<file path="src/rtl/uart_arb_pkg.sv">
`default_nettype none
// ============================================================================
//  Module      : uart_arb_pkg
//  Description : Shared constants and types for the two-requester AXI-lite
//                front-end of the UART peripheral slave.
//  Revision    : 1.0  initial release
// ============================================================================
package uart_arb_pkg;

    // Transaction FSM codes (2-bit encoding kept for legacy compatibility)
    localparam logic [1:0] IDLE = 2'd0;
    localparam logic [1:0] ADDR = 2'd1;
    localparam logic [1:0] RESP = 2'd2;
    localparam logic [1:0] DONE = 2'd3;

    // Base address of the UART slave on the AXI-lite bus
    localparam logic [31:0] UART_BASE_ADDR = 32'h2000_0000;

    // Default bound from grant to response
    localparam int DEFAULT_TIMEOUT_CYCLES = 64;

    // Request captured from the winning requester at grant time
    typedef struct packed {
        logic        we;
        logic [31:0] addr;
        logic [31:0] wdata;
    } txn_t;

endpackage
`default_nettype wire

</file>
<file path="src/rtl/rr_arbiter_2.sv">
`default_nettype none
// ============================================================================
//  Module      : rr_arbiter_2
//  Description : Two-way round-robin grant picker. Purely combinational:
//                favours the requester that did not win last time, falls back
//                to the other one. Output is only meaningful when any request
//                bit is set.
//  Revision    : 1.0  initial release
// ============================================================================
module rr_arbiter_2 (
    input  logic [1:0] i_req,
    input  logic       i_last_grant,
    output logic       o_grant
);

    logic w_other;

    // Prefer the requester that lost the previous round if it is asking
    always_comb begin
        w_other = ~i_last_grant;
        o_grant = i_req[w_other] ? w_other : i_last_grant;
    end

endmodule
`default_nettype wire

</file>
<file path="src/rtl/uart_axi_arbiter.sv">
`default_nettype none
// ============================================================================
//  Module      : uart_axi_arbiter
//  Description : Round-robin AXI-lite master front-end for the UART slave.
//                Two req/ack requesters share one outstanding transaction.
//                Write: AW+W presented together, then B. Read: AR, then R.
//  Config macro: UART_ARB_TIMEOUT_EN - when defined, a transaction that has
//                spent TIMEOUT_CYCLES in ADDR/RESP is completed with err_o=1.
//                When undefined the arbiter waits forever and err_o is 0.
//  Revision    : 1.0  initial release
// ============================================================================
module uart_axi_arbiter
    import uart_arb_pkg::*;
#(
    parameter int TIMEOUT_CYCLES = DEFAULT_TIMEOUT_CYCLES,
    parameter int N_REQ          = 2
) (
    input  logic                 s_axi_aclk_i,
    input  logic                 s_axi_aresetn_i,
    input  logic [N_REQ-1:0]     req_i,
    input  logic [N_REQ-1:0]     we_i,
    input  logic [32*N_REQ-1:0]  addr_i,
    input  logic [32*N_REQ-1:0]  wdata_i,
    output logic [N_REQ-1:0]     ack_o,
    output logic                 err_o,
    output logic [31:0]          rdata_o,
    output logic [31:0]          m_axi_awaddr_o,
    output logic                 m_axi_awvalid_o,
    input  logic                 m_axi_awready_i,
    output logic [31:0]          m_axi_wdata_o,
    output logic                 m_axi_wvalid_o,
    input  logic                 m_axi_wready_i,
    input  logic                 m_axi_bvalid_i,
    output logic                 m_axi_bready_o,
    output logic [31:0]          m_axi_araddr_o,
    output logic                 m_axi_arvalid_o,
    input  logic                 m_axi_arready_i,
    input  logic [31:0]          m_axi_rdata_i,
    input  logic                 m_axi_rvalid_i,
    output logic                 m_axi_rready_o
);

    // Elaboration guards on the configuration
    if (N_REQ != 2) begin : g_bad_n_req
        $error("uart_axi_arbiter supports exactly two requesters");
    end
    if (TIMEOUT_CYCLES < 2) begin : g_bad_timeout
        $error("uart_axi_arbiter TIMEOUT_CYCLES must be at least 2");
    end

    logic [1:0]  r_state;
    txn_t        r_txn;
    logic        r_winner;
    logic        r_last_grant;
    logic [31:0] r_rdata;

    logic        w_grant;
    logic        w_active;
    logic        w_addr_done;
    logic        w_resp;
    logic        w_timeout;
    logic        w_err;

    rr_arbiter_2 u_rr (
        .i_req        (req_i),
        .i_last_grant (r_last_grant),
        .o_grant      (w_grant)
    );

    // Handshake qualifiers for the latched transaction direction
    always_comb begin
        w_active    = (r_state == ADDR) || (r_state == RESP);
        w_addr_done = r_txn.we ? (m_axi_awready_i & m_axi_wready_i) : m_axi_arready_i;
        w_resp      = r_txn.we ? m_axi_bvalid_i : m_axi_rvalid_i;
    end

`ifdef UART_ARB_TIMEOUT_EN
    localparam int c_cnt_w = (TIMEOUT_CYCLES > 2) ? $clog2(TIMEOUT_CYCLES) : 1;

    logic [c_cnt_w-1:0] r_cnt;
    logic               r_err;

    always_comb begin
        w_timeout = w_active && (r_cnt == c_cnt_w'(TIMEOUT_CYCLES - 1));
        w_err     = (r_state == DONE) && r_err;
    end

    // Cycle budget for the granted transaction; remembers whether it expired
    always_ff @(posedge s_axi_aclk_i) begin
        if (s_axi_aresetn_i) begin
            r_cnt <= '0;
            r_err <= 1'b0;
        end else begin
            if (w_active) begin
                r_cnt <= r_cnt + 1'b1;
            end else begin
                r_cnt <= '0;
            end
            // A real response accepted in the last cycle still wins
            r_err <= w_timeout && !((r_state == RESP) && w_resp);
        end
    end
`else
    always_comb begin
        w_timeout = 1'b0;
        w_err     = 1'b0;
    end
`endif

    // Transaction FSM: grant, address phase, response phase, one-cycle ack
    always_ff @(posedge s_axi_aclk_i) begin
        if (s_axi_aresetn_i) begin
            r_state      <= IDLE;
            r_txn        <= '0;
            r_winner     <= 1'b0;
            r_last_grant <= 1'b1;
            r_rdata      <= '0;
        end else begin
            case (r_state)
                IDLE: begin
                    if (|req_i) begin
                        r_winner     <= w_grant;
                        r_last_grant <= w_grant;
                        r_txn.we     <= we_i[w_grant];
                        r_txn.addr   <= w_grant ? addr_i[63:32]  : addr_i[31:0];
                        r_txn.wdata  <= w_grant ? wdata_i[63:32] : wdata_i[31:0];
                        r_state      <= ADDR;
                    end
                end
                ADDR: begin
                    if (w_timeout) begin
                        r_rdata <= '0;
                        r_state <= DONE;
                    end else if (w_addr_done) begin
                        r_state <= RESP;
                    end
                end
                RESP: begin
                    if (w_resp) begin
                        if (!r_txn.we) begin
                            r_rdata <= m_axi_rdata_i;
                        end
                        r_state <= DONE;
                    end else if (w_timeout) begin
                        r_rdata <= '0;
                        r_state <= DONE;
                    end
                end
                DONE: begin
                    r_state <= IDLE;
                end
                default: begin
                    r_state <= IDLE;
                end
            endcase
        end
    end

    // AXI and requester-side outputs decoded from state; zero outside activity
    always_comb begin
        m_axi_awvalid_o = (r_state == ADDR) && r_txn.we;
        m_axi_wvalid_o  = (r_state == ADDR) && r_txn.we;
        m_axi_bready_o  = w_active && r_txn.we;
        m_axi_arvalid_o = (r_state == ADDR) && !r_txn.we;
        m_axi_rready_o  = w_active && !r_txn.we;
        m_axi_awaddr_o  = (w_active && r_txn.we)  ? r_txn.addr  : 32'h0;
        m_axi_wdata_o   = (w_active && r_txn.we)  ? r_txn.wdata : 32'h0;
        m_axi_araddr_o  = (w_active && !r_txn.we) ? r_txn.addr  : 32'h0;
        ack_o           = '0;
        if (r_state == DONE) begin
            ack_o[r_winner] = 1'b1;
        end
        err_o           = w_err;
        rdata_o         = r_rdata;
    end

endmodule
`default_nettype wire

</file>
<file path="config.mk">
export PLATFORM = sky130hd
export DESIGN_NAME = uart_axi_arbiter
export DESIGN_NICKNAME = d
export VERILOG_FILES = /design/src/rtl/uart_arb_pkg.sv /design/src/rtl/rr_arbiter_2.sv /design/src/rtl/uart_axi_arbiter.sv
export SDC_FILE = /design/constraint.sdc
export NUM_CORES = 1
export LEC_CHECK = 0
export CAP_MARGIN = 20
export CORE_AREA = 2 2 119 121
export CTS_CLUSTER_SIZE = 14
export DETAILED_ROUTE_END_ITERATION = 12
export DIE_AREA = 0 0 121 123
export PLACE_DENSITY_LB_ADDON = 0.05
export SLEW_MARGIN = 40
export SYNTH_ARGS = -nofsm -noshare
export SYNTH_HDL_FRONTEND = slang
export SYNTH_SLANG_ARGS = --single-unit
</file>
<file path="constraint.sdc">
create_clock -name s_axi_aclk_i -period 2.2 [get_ports s_axi_aclk_i]
set_input_delay 0.55 -clock s_axi_aclk_i [delete_from_list [all_inputs] [get_ports s_axi_aclk_i]]
set_output_delay 0.55 -clock s_axi_aclk_i [all_outputs]
set_load 0.02 [all_outputs]
</file>
==> flow_summary.yaml, run 1 <==
yosys:
  synth-seq-cells: 101
  yosys_most_used_dff: "dfxtp_1"
  synthCells: 587
  yosysWarnings: 0
  syn_area_um2: 4940
  synth.distinct_cells: 26
  post_synth.cell_area_avg_um2: 8.41
  ys_seq_area_share_pct: 41.0
  async_flop_share_pct: 0
  synth_nets: 763
  synth_edf_count: 0
layout:
  finalNetCount: 1048
  antenna_cells: 0
  final_cell_mix: "clkdlybuf4s50_1, dfxtp_1, nand2_1, nor2_1, mux2i_1"
  layout-drive-gt1-share_pct: 21.0
  instances_no_fill: 1057
  fin_util_pct: 62.8
  nFillCells: 1211
  final_common_cell: "clkdlybuf4s50_1"
  syn_to_final_growth_pct: 73.3
sta:
  fin_crit_sh_pct: 102
  finalSetupTns_ps: -720
  fmax_mhz: 446
  final-setup-viol-count: 33
  worst_slew_pin_slew_ps: 599
  slew_violations: 0
  hold_ws_ps: 456
  fin_crit_ps: 2240
  hold_viol: 0
  finClkSkew_ps: 8.64
  grt_setup_unrepaired: "yes"
  relSlewSlack_pct: 60.0
  setup_ws_ps: -42.5
grt:
  grt_pass1_wl_um: 26000
  grt_pass1_vias: 5158
  antenna_found_initial: 0
  grt_max_degree: 77
  grt_overflow_total: 0
  grt_use_total_pct: 22.2
floorplan:
  die_w_um: 121
  die_h_um: 123
  coreArea_um2: 13600
  rows: 43
  io_pins: 307
  fp.dieArea_um2: 14900
  start_util_pct: 36.3
placement:
  place_hpwl_um: 12700
  place_ws_ps: -218
  dpl.cell_count: 1035
  gp_congestion: 0.788
  io_buffers: 305
clocking:
  clock-sinks: 101
  cts_tree: "built"
  cts_buffers: 9
  insertion_delay_ps: 340
  cts_max_path_buffers: 2
  cts-root-buf: "clkbuf_16"
  htreeDepth: 3
  clk_pin_slew_ps: 70
detailed_routing:
  viasPerCell: 4.91
  ant_nets: 0
  dr.pass1.iters: 4
  wl_per_cell_um: 16.2
  drt-total-wl_um: 17100
  drtIter0Drc: 200
  drc_errors: 0
  vias: 5187
worst_setup_path:
  cp_num_buf_inv: 4
  crit_path_start_kind: "flop"
  worstReg2RegEnd: "rdata_o[18]"
  r2r_cells: 7
  cp.arrival_ps: 1690
  cpMaxStageDelayCell: "dfxtp_2"
  crit_path_max_fanout: 8
  required_ps: 1650
  endpoint_kind: "primary output"
  path_class: "reg2out"
  r2r_slack_ps: 450
  worstReg2RegStart: "r_state[1]"
  crit_family: "buffers and inverters"
  cpPeakStageDelay_ps: 330
  worstPathCellList: "inv_2 -> ha_4 -> nor2b_4 -> buf_12 -> buf_16 -> and2_4 -> buf_6"
  endpoint: "m_axi_araddr_o[10]"
  path_depth: 7
  startpoint: "r_state[0]"
outcome:
  outcome: "finished with violations"
  violations: "negative setup slack"
power:
  p_per_area_nw_per_um2: 1070
  vdd_drop_max_v: 0.000523
  power.leakage_nw: 3.83
min_path:
  hp-class: "reg2reg"
job:
  cap_violations: 0
## area by class of cell
type                       instances  area, um2  area share (%)
sequential                       101       2030            23.7
timing repair buffer             334       3230            37.7
clock buffer                      10        239            2.79
clock inverter                     6       91.3            1.07
multi-input combinational        423       2730            31.9
tap                              180        225            2.63
inverter                           3       11.3           0.132
## sequential cells by signal (all words and copies together) (netlist names)
name / flops
r_last_grant: 1
r_state: 2
r_txn: 65
r_winner: 1
rdata_o: 32
## cells in the mapped netlist, drive strengths merged, types with 2 or more instances
master    n  share of area, %
and3     64               8.1
nor2b     4              0.51
a21oi    35               3.5
ha        5               1.3
a211oi   65               9.9
clkbuf   39               3.0
o21ai     2              0.20
buf      21               2.8
mux2i    66                13
inv       3              0.23
and2     35               4.4
nor2     67               5.1
nand2    71               5.4
dfxtp   101                41
## power by group
group	switching [W]	leakage, nW	internal, W
Sequential	0.000398	0.833	0.00240
Combinational	0.00236	2.84	0.00222
Clock	0.000699	0.164	0.00104
## worst min-delay path by stage
stage                  end         from  depth (start not counted)
2_1_floorplan     r_winner     r_winner                          2
3_3_place_gp   rdata_o[12]  rdata_o[12]                          2
3_5_place_dp   rdata_o[24]  rdata_o[24]                          2
4_1_cts        rdata_o[10]  rdata_o[10]                          2
5_1_grt        rdata_o[24]  rdata_o[24]                          2
6_report       rdata_o[29]  rdata_o[29]                          2
## tightest hold or removal path: stages, from the launching register on
cell     delay [ps]
dfxtp_1         310
nand2_1          50
a21oi_1          50
## metrics by stage
step,power [W],area [um2]
after floorplan,0.00517,4940
after global placement,0.00682,8200
after detailed placement,0.00693,8200
after CTS,0.00915,8680
after global routing,0.00968,8550
final,0.00911,8550
## what timing repair did
item                                    CTS  global route
gates cloned                              2             0
endpoints found under the setup margin  103            78
hold buffers                              0             0
pin swaps                                 6             2
setup buffers                             2             3
endpoints found under the hold margin     0             0
gates resized for setup                 449           100
## routing by layer
layer / vias up / GRT usage, % / wire length [um]
met5: - / 0 / 0
met4: 0 / 7.56 / 441
met3: 28 / 6.60 / 1250
met2: 197 / 40.4 / 8760
met1: 2364 / 24.5 / 6680
li1: 2598 / - / -
## logic make-up after synthesis
logic type / Yosys count / synth area share, %
flops: 101 / 41.0
simple gates: 246 / 24.2
mux: 66 / 13.4
other cells: 1 / 0.0760
buf+inv: 63 / 5.98
fa+ha+maj: 5 / 1.27
compound gates: 105 / 14.1
No activity file was read; power rests on OpenSTA's default activity.
==> run 2, diff against run 1 <==
SKIP_LAST_GASP = 1   (was default)
==> run 2 against run 1 <==
Effect of this change: the flow still finishes with violations (negative setup slack); worst hold slack barely moved; utilization down 0.083 points; combinational power shrank 1%; global-route usage hardly changed; die area unchanged; fmax is 1.7% lower; sequential power barely moved; critical path depth is the same; highest routed layer unchanged.
==> flow_summary.yaml, run 2 (synthesized netlist as in run 1, its figures left out) <==
sta:
  finalSetupTns_ps: -1920
  setup_ws_ps: -82.0
  hold_viol: 0
  grt_setup_unrepaired: "yes"
  worst_slew_pin_slew_ps: 612
  fin_crit_sh_pct: 104
  fmax_mhz: 438
  relSlewSlack_pct: 59.2
  slew_violations: 0
  hold_ws_ps: 457
  finClkSkew_ps: 8.85
  final-setup-viol-count: 37
  fin_crit_ps: 2280
grt:
  grt_overflow_total: 0
  grt_pass1_wl_um: 25900
  antenna_found_initial: 0
  grt_pass1_vias: 5161
  grt_max_degree: 77
  grt_use_total_pct: 22.1
clocking:
  cts_max_path_buffers: 2
  insertion_delay_ps: 340
  htreeDepth: 3
  cts_tree: "built"
  clk_pin_slew_ps: 70
  clock-sinks: 101
  cts_buffers: 9
  cts-root-buf: "clkbuf_16"
power:
  vdd_drop_max_v: 0.000532
  power.leakage_nw: 3.78
  p_per_area_nw_per_um2: 1060
detailed_routing:
  drc_errors: 0
  wl_per_cell_um: 16.2
  vias: 5190
  drtIter0Drc: 235
  viasPerCell: 4.91
  ant_nets: 0
  dr.pass1.iters: 7
  drt-total-wl_um: 17200
layout:
  fin_util_pct: 62.8
  seqCellArea_um2: 2030
  final_cell_area_um2: 8540
  final_common_cell: "clkdlybuf4s50_1"
  regMostFlops: "r_txn"
  final_cell_mix: "clkdlybuf4s50_1, dfxtp_1, nand2_1, nor2_1, mux2i_1"
  antenna_cells: 0
  syn_to_final_growth_pct: 73.1
  nFillCells: 1221
  layout-drive-gt1-share_pct: 20.1
  finalNetCount: 1048
  multiInputGateArea_um2: 2710
  largest_reg_flops: 65
floorplan:
  rows: 43
  io_pins: 307
  coreArea_um2: 13600
  die_h_um: 123
  die_w_um: 121
  fp.dieArea_um2: 14900
  start_util_pct: 36.3
worst_setup_path:
  endpoint_kind: "primary output"
  worstReg2RegEnd: "rdata_o[18]"
  cpPeakStageDelay_ps: 330
  endpoint: "m_axi_araddr_o[10]"
  r2r_cells: 7
  cpMaxStageDelayCell: "dfxtp_2"
  worstPathCellList: "inv_2 -> ha_4 -> nor2b_4 -> buf_12 -> buf_16 -> and2_4 -> buf_6"
  worstReg2RegStart: "r_state[1]"
  crit_path_start_kind: "flop"
  required_ps: 1650
  path_class: "reg2out"
  startpoint: "r_state[0]"
  crit_path_max_fanout: 8
  cp.arrival_ps: 1730
  r2r_slack_ps: 430
outcome:
  violations: "negative setup slack"
  outcome: "finished with violations"
min_path:
  hp-class: "reg2reg"
  hold_depth: 2
placement:
  io_buffers: 305
  gp_congestion: 0.788
  place_hpwl_um: 12700
  dpl_cell_area_um2: 8200
job:
  cap_violations: 0
## run 2: changes by cell type in the layout (fill, tap and decap cells not counted)
| cell | previous run | this run |
|---|---|---|
| clkbuf_2 | 0 | 1 |
| clkdlybuf4s15_2 | 1 | 22 |
| buf_2 | 28 | 35 |
| and3_4 | 1 | 0 |
| buf_12 | 7 | 8 |
| and2_4 | 27 | 20 |
| and3_1 | 63 | 64 |
| buf_8 | 1 | 0 |
| clkbuf_4 | 2 | 0 |
| buf_4 | 49 | 36 |
| buf_6 | 38 | 24 |
| and2_1 | 8 | 15 |
## run 2: timing repair
item / 4_1_cts / 5_1_grt
resized for setup: 424 / 51
hold buffers: 0 / 0
setup buffers: 2 / 4
cloned: 2 / 0
setup endpoints to repair: 103 / 89
pin swaps: 6 / 1
## run 2: area by class of cell
cell class              count  area share, %
well taps                 180           2.64
repair buffers            334           37.9
flip-flops and latches    101           23.7
clock buffers              10           2.80
multi-input cells         423           31.7
clock inverters             6           1.07
inverters                   3          0.132
## run 2: metrics by stage
stage	power, W	setup slack [ps]	cells
after floorplan	0.00517	12.8	587
after global placement	0.00682	-192	1035
after detailed placement	0.00693	-218	1035
after CTS	0.00911	-120	1055
after global routing	0.00962	-141	1057
final	0.00905	-82.0	1057
## run 2: worst min-delay path by stage
stage,startpoint,end
final,rdata_o[26],rdata_o[26]
after global routing,rdata_o[24],rdata_o[24]
after CTS,rdata_o[10],rdata_o[10]
after detailed placement,rdata_o[24],rdata_o[24]
after global placement,rdata_o[12],rdata_o[12]
after floorplan,r_winner,r_winner
## run 2: per-layer routing
| layer | global-route usage (%) | up-vias | share of wire [%] |
|---|---|---|---|
| met3 | 6.60 | 28 | 7.5 |
| met5 | 0 | - | 0 |
| met2 | 40.2 | 190 | 51 |
| met4 | 7.56 | 0 | 2.5 |
| li1 | - | 2604 | - |
| met1 | 24.6 | 2368 | 39 |
## run 2: worst max-delay path: cells and delay by family, from the launching register on
kind	cells	cell delay, ps
fa+ha+maj	1	290
buf+inv	4	420
flops	1	330
simple gates	2	350
## run 2: where the power goes
group | internal, W | total, W | switching [W]
Clock | 0.00104 | 0.00174 | 0.000697
Sequential | 0.00240 | 0.00279 | 0.000392
Combinational | 0.00218 | 0.00453 | 0.00235
